[src/rtl/bcd_timer_core.sv]
// bcd_timer_core: prescaler, BCD mm:ss time register, preset register and
// control FSM for the timer display path. Supports countdown (optionally
// auto-reloading) and count-up towards a target, fed by single-cycle pulses.
module bcd_timer_core #(
    parameter int TICK_DIV    = 100000000,
    parameter int MAX_MIN     = 99,
    parameter int AUTO_RELOAD = 0
) (
    input  logic        CLK_100MHZ,
    input  logic        reset,
    input  logic        start,
    input  logic        stop,
    input  logic        delete,
    input  logic        incrementSeconds,
    input  logic        incrementMinutes,
    input  logic        mode_up,
    output logic [15:0] time_bcd,
    output logic [2:0]  actualState,
    output logic        running,
    output logic        finish,
    output logic        done
);
    localparam int              PW      = $clog2(TICK_DIV);
    localparam logic [PW-1:0]   PMAX    = PW'(TICK_DIV - 1);
    localparam logic [7:0]      MAX_BCD = {4'(MAX_MIN / 10), 4'(MAX_MIN % 10)};

    localparam logic [2:0] S_IDLE  = 3'd0;
    localparam logic [2:0] S_RUN   = 3'd1;
    localparam logic [2:0] S_PAUSE = 3'd2;
    localparam logic [2:0] S_DONE  = 3'd3;

    logic [2:0]    state, n_state;
    logic [15:0]   tm, n_tm;
    logic [15:0]   preset, n_pre;
    logic [PW-1:0] presc, n_presc;
    logic          md, n_md;
    logic          n_fin;

    // seconds +1, 59 wraps to 00 (carry detected by the caller)
    function automatic logic [7:0] sec_inc(input logic [7:0] s);
        if (s == 8'h59)       return 8'h00;
        if (s[3:0] == 4'd9)   return {s[7:4] + 4'd1, 4'd0};
        return {s[7:4], s[3:0] + 4'd1};
    endfunction

    // minutes +1, MAX_MIN wraps to 00
    function automatic logic [7:0] min_inc(input logic [7:0] m);
        if (m == MAX_BCD)     return 8'h00;
        if (m[3:0] == 4'd9)   return {m[7:4] + 4'd1, 4'd0};
        return {m[7:4], m[3:0] + 4'd1};
    endfunction

    // any BCD pair -1, 00 stays 00 (seconds borrow handled by the caller)
    function automatic logic [7:0] pair_dec(input logic [7:0] p);
        if (p == 8'h00)       return 8'h00;
        if (p[3:0] == 4'd0)   return {p[7:4] - 4'd1, 4'd9};
        return {p[7:4], p[3:0] - 4'd1};
    endfunction

    function automatic logic [15:0] tm_inc(input logic [15:0] t);
        return {(t[7:0] == 8'h59) ? min_inc(t[15:8]) : t[15:8], sec_inc(t[7:0])};
    endfunction

    // saturates at 00:00 so a stray tick can never produce illegal digits
    function automatic logic [15:0] tm_dec(input logic [15:0] t);
        if (t == 16'h0000)    return 16'h0000;
        if (t[7:0] == 8'h00)  return {pair_dec(t[15:8]), 8'h59};
        return {t[15:8], pair_dec(t[7:0])};
    endfunction

    logic        tick, expire;
    logic [15:0] target, tm_tick;

    assign tick    = (presc == PMAX);
    assign target  = (preset == 16'h0000) ? {MAX_BCD, 8'h59} : preset;
    assign tm_tick = md ? tm_inc(tm) : tm_dec(tm);
    assign expire  = md ? (tm_tick == target) : (tm_tick == 16'h0000);

    assign time_bcd    = (state == S_IDLE) ? preset : tm;
    assign actualState = state;
    assign running     = (state == S_RUN);
    assign done        = (state == S_DONE);

    // next-state logic; only the highest-priority pulse acts
    always_comb begin
        n_state = state;
        n_tm    = tm;
        n_pre   = preset;
        n_presc = presc;
        n_md    = md;
        n_fin   = 1'b0;
        if (delete) begin
            n_state = S_IDLE;
            n_tm    = 16'h0000;
            n_pre   = 16'h0000;
            n_presc = '0;
        end else begin
            case (state)
                S_IDLE: if (!stop) begin
                    if (start) begin
                        // a countdown from 00:00 would expire immediately, so refuse it
                        if (mode_up || preset != 16'h0000) begin
                            n_state = S_RUN;
                            n_md    = mode_up;
                            n_presc = '0;
                            n_tm    = mode_up ? 16'h0000 : preset;
                        end
                    end else if (incrementMinutes) begin
                        n_pre[15:8] = min_inc(preset[15:8]);
                    end else if (incrementSeconds) begin
                        n_pre[7:0] = sec_inc(preset[7:0]);
                    end
                end
                S_RUN: begin
                    // auto-reload happens in the cycle finish is high, so 00:00 is shown once
                    if (finish && AUTO_RELOAD != 0 && !md) n_tm = preset;
                    if (stop) n_state = S_PAUSE;
                    if (tick) begin
                        n_presc = '0;
                        n_tm    = tm_tick;
                        if (expire) begin
                            n_fin   = 1'b1;
                            n_state = (md || AUTO_RELOAD == 0) ? S_DONE : S_RUN;
                        end
                    end else if (!stop) begin
                        n_presc = presc + 1'b1;
                    end
                end
                S_PAUSE: if (!stop && start) n_state = S_RUN;
                S_DONE:  if (stop || start)  n_state = S_IDLE;
                default: n_state = S_IDLE;
            endcase
        end
    end

    // state registers with asynchronous clear
    always_ff @(posedge CLK_100MHZ or posedge reset) begin
        if (reset) begin
            state  <= S_IDLE;
            tm     <= 16'h0000;
            preset <= 16'h0000;
            presc  <= '0;
            md     <= 1'b0;
            finish <= 1'b0;
        end else begin
            state  <= n_state;
            tm     <= n_tm;
            preset <= n_pre;
            presc  <= n_presc;
            md     <= n_md;
            finish <= n_fin;
        end
    end
endmodule

[config.mk]
export PLATFORM = sky130hd
export DESIGN_NAME = bcd_timer_core
export DESIGN_NICKNAME = d
export VERILOG_FILES = /design/src/rtl/bcd_timer_core.sv
export SDC_FILE = /design/constraint.sdc
export NUM_CORES = 1
export LEC_CHECK = 0
export CAP_MARGIN = 0
export CORE_MARGIN = 10
export CORE_UTILIZATION = 55
export DETAILED_ROUTE_END_ITERATION = 12
export PLACE_DENSITY_LB_ADDON = 0.25
export SLEW_MARGIN = 20
export SYNTH_ARGS = -nofsm -noshare
export SYNTH_HDL_FRONTEND = slang
export SYNTH_SLANG_ARGS = --single-unit
[constraint.sdc]
create_clock -name CLK_100MHZ -period 3.16 [get_ports CLK_100MHZ]
set_input_delay 0.632 -clock CLK_100MHZ [delete_from_list [all_inputs] [get_ports CLK_100MHZ]]
set_output_delay 0.632 -clock CLK_100MHZ [all_outputs]
set_load 0.03 [all_outputs]
==> metrics <==
final worst path period share=0.9936; CTS tree=yes; Worst setup SP type=register; placed cells=830; yosys warns=0; die height=117.6 um; IO Count=30; worst hold path class=reg2reg; Critical path origin=tm[1]; grt ovf=0; Final Hold Vio Count=0; cell count after synthesis=646; Tmin final=3140 ps; ys async rst share=1.000; core area=0.009240 mm2; top-area cell type share of the netlist area=0.3058; drt pass-1 iters=5; area leader, netlist=dfrtp_1; f_max=318.5 MHz; initial antenna violation count=0; DP Area=0.005997 mm2; Design Power=1.886 mW; vias in the first global route=5096; most common cell after layout, fill and taps aside=buf_4; Post-layout nets=752; CP endpoint kind=register; worst path required time=3420 ps; Starting Density=0.5668; worst slew pin tran=689.1 ps; worst vdd ir=0.0002184 V; largest net degree at the start of global routing=65; Hold Crit Start=presc[14]; FF-to-FF Start=tm[1]; CTS HTree Levels=3; final cell count without fillers=852; cell row count=35; power per standard cell area=298.7 mW/mm2; residual DRC count=0; Netlist Area Pre-Place=0.005238 mm2; Setup-failing EPs final=0; worst reg2reg path endpoint=actualState[1]; Worst Path Max Fanout=5; Avg Cell Area, Syn=8.108 um2; post-synthesis sequential area ratio=0.3058; Port Buf Inserts=29; Setup WS post-layout=20.30 ps; pre-CTS WS=-26.92 ps; Synth area leaders=dfrtp_1, ha_1, nand2_1, o21ai_0, nor2_1; Clock Path Buffers=2; Global Route Usage Sum=0.2209; worst setup path end=actualState[1]; synthesized net count=680; die area=0.01383 mm2; synth unique cells=81; CP Class=reg2reg; hpwl dp=11510 um; synthesized flop and latch total=64; setup slack, reg-to-reg=20 ps; Final Util=0.6835; Total Routed Length=15630 um; GPL Wtd Cong=0.9953; vias=5285; TNS Setup=0 ps; post-route ant nets=0; Final Skew=10.37 ps; ANT cells=0; Worst-path clk slew=80 ps; Final Hold Slack=542.6 ps; unrepaired setup endpoints after global routing=true; Worst R2R Path Depth=12; Die Wd=117.6 um; design area=0.006316 mm2; Clk Tree Root Cell=clkbuf_8; most frequent cells in the layout=buf_4, nand2_1, dfrtp_1; status=finished clean; Area growth syn-to-layout=20.59%; clk_lat worst skew=370 ps; Slew Viols, Final=0; clock sinks=64; layout cells sized above 1=0.2006; CP arrival=3400 ps; vias per cell=6.203; Max Cap Viol=0; worst rel slew slack=0.5364; LEAKAGE=2.652 nW; first-pass GRT wire length=25730 um; initial DRC count=522; Post-synth EDFFs=0; CTS Buf Count=9; DR WL/cell=18.34 um; ys flop type=dfrtp_1
-- synth_stat cells, drive strengths merged (14+ instances only) --
master / count
nand2: 74
dfrtp: 64
nor2: 63
o21ai: 52
clkbuf: 30
a21oi: 28
ha: 26
inv: 26
nor3: 26
nand3: 25
nand4: 20
xnor2: 16
xor2: 14
-- worst min path at each step --
stage / endpoint / slack (ps) / cells past startpoint
6_report: presc[14] / 540 / 1
5_1_grt: presc[14] / 580 / 1
4_1_cts: presc[14] / 540 / 1
3_5_place_dp: presc[14] / 530 / 1
3_3_place_gp: presc[14] / 510 / 1
2_1_floorplan: presc[14] / 480 / 1
-- critical path, cell delays in order, from the launching register on --
cell,delay [ps]
dfrtp_1,400
inv_2,80
ha_4,140
or3b_4,380
buf_4,160
nor3_4,220
nor3_1,90
a211oi_2,450
xnor2_1,130
a311oi_1,380
nor4_2,90
a211o_1,310
and4bb_1,190
-- routing by layer --
layer / track usage / vias to the layer above / wire length [um] / share of wire
met3: 0.04892 / 44 / 1237 / 0.079
met1: 0.2958 / 2504 / 6762 / 0.43
met5: 0 / - / 0 / 0
met4: 0.08578 / 0 / 423 / 0.027
met2: 0.3378 / 251 / 7203 / 0.46
li1: - / 2486 / - / -
-- kinds of logic after synthesis --
group | synth area share
buffers and inverters | 0.05040
xor gates and xnor gates | 0.05017
adders and majority gates | 0.06211
other | 0.0007160
and+or+nand+nor | 0.3122
muxes | 0.03201
DFF | 0.3058
AOI/OAI and AO/OA | 0.1866
-- area by class of cell --
type	instances	area [um2]
multi-input combinational	517	3453
clock inverter	5	37.54
sequential	64	1602
fill	741	2924
timing repair buffer	99	809.5
inverter	27	101.3
tap	129	161.4
clock buffer	11	151.4
-- flip-flops by register name, indices dropped and copies added, names as in the netlist --
register,count
tm,16
actualState,3
finish,1
preset,16
md,1
presc,27
-- report_power, final --
part | switching (mW) | leakage, nW | internal (mW) | total [mW]
clock | 0.374 | 0.0924 | 0.332 | 0.705
combinational | 0.217 | 1.67 | 0.130 | 0.348
sequential | 0.00911 | 0.888 | 0.824 | 0.833
-- repair_timing --
item / CTS / global route
resized for setup: 1 / 18
endpoints found under the setup margin: 3 / 3
hold buffers: 0 / 0
pin swaps: 0 / 9
buffers inserted: 1 / 5
No activity file was read; power rests on OpenSTA's default activity.
